<file path="config.mk">
export PLATFORM = sky130hd
export DESIGN_NAME = sequential_divider_flat
export DESIGN_NICKNAME = d
export VERILOG_FILES = /design/src/rtl/div_pkg.sv /design/src/rtl/sequential_divider_if.sv /design/src/rtl/div_step.sv /design/src/rtl/sequential_divider.sv /design/src/flat_wrapper.sv
export SDC_FILE = /design/constraint.sdc
export NUM_CORES = 1
export LEC_CHECK = 0
export CAP_MARGIN = 10
export CORE_MARGIN = 2
export CORE_UTILIZATION = 30
export DETAILED_ROUTE_END_ITERATION = 10
export PLACE_DENSITY = 0.56
export RECOVER_POWER = 50
export SLEW_MARGIN = 10
export SYNTH_ARGS = -nofsm -noshare
export SYNTH_HDL_FRONTEND = slang
export SYNTH_HIERARCHICAL = 1
export SYNTH_SLANG_ARGS = --single-unit
export TNS_END_PERCENT = 50
</file>
<file path="constraint.sdc">
create_clock -name clk -period 5.07 [get_ports clk]
set_input_delay 1.014 -clock clk [delete_from_list [all_inputs] [get_ports clk]]
set_output_delay 1.014 -clock clk [all_outputs]
set_load 0.05 [all_outputs]
</file>
<file path="src/rtl/div_pkg.sv">
// div_pkg: shared state enum, request struct and default widths for the sequential divider
package div_pkg;
  localparam int DEF_DIVIDEND_W = 32;
  localparam int DEF_DIVISOR_W = 32;
  localparam int DEF_FRAC_BITS = 32;
  typedef enum logic [1:0] {IDLE, CALC, DONE} state_t;
  typedef struct packed {
    logic [DEF_DIVIDEND_W-1:0] a;
    logic [DEF_DIVISOR_W-1:0] b;
    logic recip;
    logic op_signed;
  } req_t;
endpackage

</file>
<file path="src/rtl/sequential_divider_if.sv">
// sequential_divider_if: divider request/result handshake bus; master issues operands and takes results, slave is the divider
interface sequential_divider_if
  import div_pkg::*;
#(
  parameter int DIVIDEND_W = DEF_DIVIDEND_W,
  parameter int DIVISOR_W = DEF_DIVISOR_W,
  parameter int FRAC_BITS = DEF_FRAC_BITS
);
  localparam int QUOT_W = DIVIDEND_W + FRAC_BITS;
  logic in_valid;
  logic in_ready;
  logic [DIVIDEND_W-1:0] dividend;
  logic [DIVISOR_W-1:0] divisor;
  logic recip;
  logic op_signed;
  logic out_valid;
  logic out_ready;
  logic [QUOT_W-1:0] quotient;
  logic [DIVISOR_W-1:0] remainder;
  logic dvz;
  logic ovf;
  modport master (
    output in_valid, dividend, divisor, recip, op_signed, out_ready,
    input in_ready, out_valid, quotient, remainder, dvz, ovf
  );
  modport slave (
    input in_valid, dividend, divisor, recip, op_signed, out_ready,
    output in_ready, out_valid, quotient, remainder, dvz, ovf
  );
endinterface

</file>
<file path="src/rtl/div_step.sv">
// div_step: one restoring iteration; ports pr_i/bit_i/b_i (partial remainder, next dividend bit, divisor) -> pr_o/q_o
module div_step #(
  parameter int W = 32
) (
  input  logic [W:0]   pr_i,
  input  logic         bit_i,
  input  logic [W-1:0] b_i,
  output logic [W:0]   pr_o,
  output logic         q_o
);
  logic [W+1:0] sh;
  assign sh = {pr_i, bit_i};
  assign q_o = sh >= {2'b00, b_i};
  assign pr_o = q_o ? (W+1)'(sh - {2'b00, b_i}) : sh[W:0];
endmodule

</file>
<file path="src/rtl/sequential_divider.sv">
// sequential_divider: restoring divider Q=floor(A*2^FRAC_BITS/B) one bit per clk; ports clk, rst_n, bus (slave: in/out valid-ready, dividend, divisor, recip, op_signed, quotient, remainder, dvz, ovf)
module sequential_divider
  import div_pkg::*;
#(
  parameter int DIVIDEND_W = DEF_DIVIDEND_W,
  parameter int DIVISOR_W = DEF_DIVISOR_W,
  parameter int FRAC_BITS = DEF_FRAC_BITS
) (
  input logic clk,
  input logic rst_n,
  sequential_divider_if.slave bus
);
  localparam int QUOT_W = DIVIDEND_W + FRAC_BITS;
  localparam int CNT_W = $clog2(QUOT_W + 1);
  localparam logic [QUOT_W-1:0] HALF = {1'b1, {(QUOT_W-1){1'b0}}};
  state_t state_q;
  logic in_ready_q, out_valid_q, dvz_q, ovf_q, a_neg_q, b_neg_q, sgn_q;
  logic [QUOT_W-1:0] quotient_q, sh_q, qm_d, q_fix_d;
  logic [DIVISOR_W-1:0] remainder_q, b_q, rm_d, r_fix_d, b_abs_d, a_low_d;
  logic [DIVISOR_W:0] pr_q, pr_d;
  logic [DIVIDEND_W-1:0] a_abs_d;
  logic [CNT_W-1:0] cnt_q;
  logic a_neg_d, b_neg_d, q_bit_d, neg_q_d, ovf_d;
  assign a_neg_d = bus.op_signed && !bus.recip && bus.dividend[DIVIDEND_W-1];
  assign b_neg_d = bus.op_signed && bus.divisor[DIVISOR_W-1];
  assign a_abs_d = bus.recip ? DIVIDEND_W'(1) : a_neg_d ? -bus.dividend : bus.dividend;
  assign b_abs_d = b_neg_d ? -bus.divisor : bus.divisor;
  assign a_low_d = bus.recip ? DIVISOR_W'(1) : DIVISOR_W'(bus.dividend);
  div_step #(.W(DIVISOR_W)) u_step (
    .pr_i (pr_q),
    .bit_i(sh_q[QUOT_W-1]),
    .b_i  (b_q),
    .pr_o (pr_d),
    .q_o  (q_bit_d)
  );
  // sh_q streams dividend bits out of the top while quotient bits enter at the bottom
  assign qm_d = {sh_q[QUOT_W-2:0], q_bit_d};
  assign rm_d = DIVISOR_W'(pr_d);
  assign neg_q_d = a_neg_q ^ b_neg_q;
  // magnitude 2^(QUOT_W-1) is representable only as a negative result
  assign ovf_d = sgn_q && (neg_q_d ? qm_d > HALF : qm_d >= HALF);
  assign q_fix_d = ovf_d ? (neg_q_d ? HALF : ~HALF) : neg_q_d ? -qm_d : qm_d;
  assign r_fix_d = a_neg_q ? -rm_d : rm_d;
  always_ff @(posedge clk or negedge rst_n) begin
    if (!rst_n) begin
      state_q <= IDLE;
      in_ready_q <= 1'b1;
      out_valid_q <= 1'b0;
      quotient_q <= '0;
      remainder_q <= '0;
      dvz_q <= 1'b0;
      ovf_q <= 1'b0;
      cnt_q <= '0;
      pr_q <= '0;
      sh_q <= '0;
      b_q <= '0;
      a_neg_q <= 1'b0;
      b_neg_q <= 1'b0;
      sgn_q <= 1'b0;
    end else begin
      case (state_q)
        IDLE: if (bus.in_valid) begin
          a_neg_q <= a_neg_d;
          b_neg_q <= b_neg_d;
          sgn_q <= bus.op_signed;
          b_q <= b_abs_d;
          in_ready_q <= 1'b0;
          if (b_abs_d == '0) begin
            state_q <= DONE;
            out_valid_q <= 1'b1;
            dvz_q <= 1'b1;
            ovf_q <= 1'b0;
            quotient_q <= '1;
            remainder_q <= a_low_d;
          end else begin
            state_q <= CALC;
            cnt_q <= '0;
            pr_q <= '0;
            sh_q <= QUOT_W'(a_abs_d) << FRAC_BITS;
          end
        end
        CALC: begin
          pr_q <= pr_d;
          sh_q <= qm_d;
          cnt_q <= cnt_q + CNT_W'(1);
          if (cnt_q == CNT_W'(QUOT_W - 1)) begin
            state_q <= DONE;
            out_valid_q <= 1'b1;
            quotient_q <= q_fix_d;
            remainder_q <= r_fix_d;
            dvz_q <= 1'b0;
            ovf_q <= ovf_d;
          end
        end
        DONE: if (bus.out_ready) begin
          state_q <= IDLE;
          out_valid_q <= 1'b0;
          in_ready_q <= 1'b1;
        end
        default: state_q <= IDLE;
      endcase
    end
  end
  assign bus.in_ready = in_ready_q;
  assign bus.out_valid = out_valid_q;
  assign bus.quotient = quotient_q;
  assign bus.remainder = remainder_q;
  assign bus.dvz = dvz_q;
  assign bus.ovf = ovf_q;
endmodule

</file>
<file path="src/flat_wrapper.sv">
// flat-port wrapper written by rule: the top's interface ports become plain ports
module sequential_divider_flat import div_pkg::*;
#(
  parameter int DIVIDEND_W = DEF_DIVIDEND_W,
  parameter int DIVISOR_W = DEF_DIVISOR_W,
  parameter int FRAC_BITS = DEF_FRAC_BITS
)
  (clk, rst_n, bus_in_valid, bus_dividend, bus_divisor, bus_recip, bus_op_signed, bus_out_ready, bus_in_ready, bus_out_valid, bus_quotient, bus_remainder, bus_dvz, bus_ovf);
  sequential_divider_if #(.DIVIDEND_W(DIVIDEND_W), .DIVISOR_W(DIVISOR_W), .FRAC_BITS(FRAC_BITS)) bus_i ();
  input logic clk;
  input logic rst_n;
  input wire logic [$bits(bus_i.in_valid)-1:0] bus_in_valid;
  input wire logic [$bits(bus_i.dividend)-1:0] bus_dividend;
  input wire logic [$bits(bus_i.divisor)-1:0] bus_divisor;
  input wire logic [$bits(bus_i.recip)-1:0] bus_recip;
  input wire logic [$bits(bus_i.op_signed)-1:0] bus_op_signed;
  input wire logic [$bits(bus_i.out_ready)-1:0] bus_out_ready;
  output wire logic [$bits(bus_i.in_ready)-1:0] bus_in_ready;
  output wire logic [$bits(bus_i.out_valid)-1:0] bus_out_valid;
  output wire logic [$bits(bus_i.quotient)-1:0] bus_quotient;
  output wire logic [$bits(bus_i.remainder)-1:0] bus_remainder;
  output wire logic [$bits(bus_i.dvz)-1:0] bus_dvz;
  output wire logic [$bits(bus_i.ovf)-1:0] bus_ovf;
  assign bus_i.in_valid = bus_in_valid;
  assign bus_i.dividend = bus_dividend;
  assign bus_i.divisor = bus_divisor;
  assign bus_i.recip = bus_recip;
  assign bus_i.op_signed = bus_op_signed;
  assign bus_i.out_ready = bus_out_ready;
  assign bus_in_ready = bus_i.in_ready;
  assign bus_out_valid = bus_i.out_valid;
  assign bus_quotient = bus_i.quotient;
  assign bus_remainder = bus_i.remainder;
  assign bus_dvz = bus_i.dvz;
  assign bus_ovf = bus_i.ovf;
  sequential_divider #(.DIVIDEND_W(DIVIDEND_W), .DIVISOR_W(DIVISOR_W), .FRAC_BITS(FRAC_BITS)) u_core (.clk(clk), .rst_n(rst_n), .bus(bus_i));
endmodule
</file>
==> run metrics <==
outcome=finished, violations left; failing checks=capacitance limit, slew limit; worst vdd rail ir drop=340 µV; vias in the first global route=15535; unrepaired setup endpoints after global routing=true; number of synthesized flops with an enable pin=0; post-synth top area cell=dfrtp_1; first-pass GRT wire length=88.0 mm; FF+latch count, synth=approximately 240; Tmin final=4.75 ns; # hold bufs at CTS=0; Routed Antenna Nets=0; data required time at the worst endpoint=between 5 and 6 ns; RR Endpoint=u_core/bus.quotient[55]$_DFFE_PN0P_; io pins=170; DRT Pass-1 Iters=5; clk_skew=roughly 0.012 ns; Clock Latency Late Sink=0.56 ns; die height=237 µm; crit path launch type=flop; CTS root buf=clkbuf_16; cts bufs inserted=29; pin count of the biggest net entering global routing=111; fin util=0.383; num rows=85; Max-slew headroom=-0.936; Slew Limit Fails=~180; worst path arrival time=5.25 ns; power density cells=760 mW/mm²; Max Cap Violations=2; Avg Synthesized Cell Area=8.41 µm²; hold_ws=approximately 0.47 ns; Min-Delay Endpoint=u_core/bus.quotient[40]$_DFFE_PN0P_; layout cells sized above 1=0.119; Final #Nets=around 2300; CTS tree=built; crit path capture type=flop; Synth Instances=1942; Main synth FF type=dfrtp_1; fin cells=2869; Die ar.=0.0563 mm²; Die X=between 200 and 250 µm; yosys warns=6; most common cell in the netlist=dfrtp_1; initial antenna violation count=4; fin crit share=0.936; Area contributors post-synth=dfrtp_1, o21ai_0, xnor2_1, nand2_1, a21oi_1; core area=0.0538 mm²; placed cell count=2816; initial DRC count=1220; post-DR vias/cell=about 5.5; DR WL/cell=19.5 µm; Worst-Margin Slew=about 2.9 ns; Worst-path clk slew=0.06 ns; sequential fraction of the synthesis area=0.369; Worst Reg-to-Reg Cells=23; Hold Fails Final Rpt=0; Reg2Reg Launch Point=u_core/sh_q[63]$_DFFE_PN0P_; setup TNS=0 ns; gp weighted congestion=0.880; Synth top cells by count=dfrtp_1, nand2_1, nor2_1; Distinct cells, synth=92; Synth top area share=0.368; Area growth syn-to-layout=26.3%; CTS Sinks=241; total global routing overflow=0; kind of critical path=reg -> reg; crit-path max FO=22; final setup vio count=0; initial core utilization=0.303; Post-synth ARST share=1.00; WHS Path Cells=2; H-tree lvl count=1; PortBufs=169; Hold Path Class=reg -> reg; FF-to-FF setup slack=between 0.3 and 0.4 ns; standby leakage power=~8.6 nW; total wire length=55.8 mm; Clock Tree Buf Depth=3; DR DRC count=0; Tot Pwr=0.0157 W; hpwl dp=42.3 mm; Vias=15744; Max Clk Rate=about 210 MHz; total nets after synthesis=around 2000; GRT Total Usage=0.194; Netlist Area Pre-Place=0.0163 mm²; Hold Crit Start=u_core/bus.quotient[40]$_DFFE_PN0P_
[cell families after synthesis]
logic type / after synthesis / share of synthesized area
and+or+nand+nor: 642 / 0.189
AOI/OAI and AO/OA: 635 / 0.258
DFF: 241 / 0.369
buffers and inverters: 202 / 0.0499
xor gates and xnor gates: 145 / 0.0778
adders and majority gates: 41 / 0.0319
muxes: 36 / 0.0246
[registers in the layout, indices dropped and copies added (netlist names), 2 cells and up]
| name | count |
|---|---|
| u_core/state_q | 2 |
| u_core/bus.quotient | 64 |
| u_core/cnt_q | 7 |
| u_core/pr_q | 33 |
| u_core/b_q | 32 |
| u_core/sh_q | 64 |
| u_core/bus.remainder | 32 |
[per-layer routing]
metal | vias to the layer above | wire, µm | global-route usage
met4 | 2 | 1930 | 0.0675
met2 | 481 | 26400 | 0.325
met3 | 104 | 2980 | 0.0279
li1 | 7493 | - | -
met1 | 7664 | 24500 | 0.257
met5 | - | 13 | 0
[layout make-up]
class	count	area, µm²
Tap cell	696	871
Antenna cell	2	5.00
Inverter	73	274
Fill cell	5427	33200
Multi-Input combinational cell	1499	9620
Sequential cell	241	6030
Timing Repair Buffer	307	2860
Clock buffer	42	835
Clock inverter	9	131
[stage by stage]
| stage | setup WS (ns) | area (µm²) |
|---|---|---|
| floorplan | 0.171 | 16300 |
| global placement | 0.115 | 19600 |
| detailed placement | 0.0568 | 19600 |
| CTS | 0.0747 | 20600 |
| global route | -0.0298 | 20600 |
| finish | 0.323 | 20600 |
[timing repair]
action / CTS / global route
buffers inserted: 0 / 0
resized for setup: 0 / 10
endpoints found under the setup margin: 0 / 11
[critical path, stage by stage, from the launching register on]
cell and delay (ns):
dfrtp_1 0.39, inv_1 0.07, ha_1 0.15, inv_1 0.05, fa_1 0.43, a211oi_2 0.28, o211a_1 0.22, o211ai_1 0.11
and2_1 0.20, a31oi_2 0.21, a31oi_4 0.13, buf_12 0.18, inv_1 0.07, ha_1 0.18, nor2b_1 0.20, nand4_1 0.12
buf_4 0.19, nor3_2 0.23, buf_4 0.21, and3_1 0.21, a21oi_2 0.11, buf_4 0.26, o21ai_0 0.29, mux2_2 0.21
[cells in the final DEF (no fill, tap or decap), drive strengths merged, types with 12 or more instances in the layout]
master	n
o21ai	175
buf	133
or3	15
nor2b	12
a21oi	144
a31oi	29
mux2	33
a2bb2oi	23
a221oi	12
a21o	13
o31ai	28
o211ai	13
clkbuf	48
nor4	33
nand3	43
or4	13
inv	72
xnor2	91
nor2	168
nand4	16
dlygate4sd3	27
a22o	67
clkdlybuf4s50	141
xor2	54
dfrtp	240
nand2b	12
a22oi	46
nand2	209
and2	16
nor3	56
and3	12
ha	40
[how the worst max path moves through the flow]
stage                                     start                                   end  slack, ns  cells after the start
finish              u_core/sh_q[63]$_DFFE_PN0P_   u_core/bus.quotient[55]$_DFFE_PN0P_       0.32                     23
global route        u_core/sh_q[63]$_DFFE_PN0P_  u_core/bus.remainder[30]$_DFFE_PN0P_      -0.03                     24
CTS                 u_core/sh_q[63]$_DFFE_PN0P_  u_core/bus.remainder[31]$_DFFE_PN0P_       0.07                     24
detailed placement               bus_divisor[1]  u_core/bus.remainder[31]$_DFFE_PN0P_       0.06                     15
global placement                 bus_divisor[0]  u_core/bus.remainder[31]$_DFFE_PN0P_       0.11                     15
floorplan           u_core/sh_q[63]$_DFFE_PN0P_   u_core/bus.quotient[51]$_DFFE_PN0P_       0.17                     23
[power breakdown]
part,switching (W),total [W],internal (W)
Sequential,0.000632,0.00314,0.00251
Combinational,0.00627,0.0104,0.00414
Clock,0.000841,0.00213,0.00129
Power figures use the tool's default switching activity.
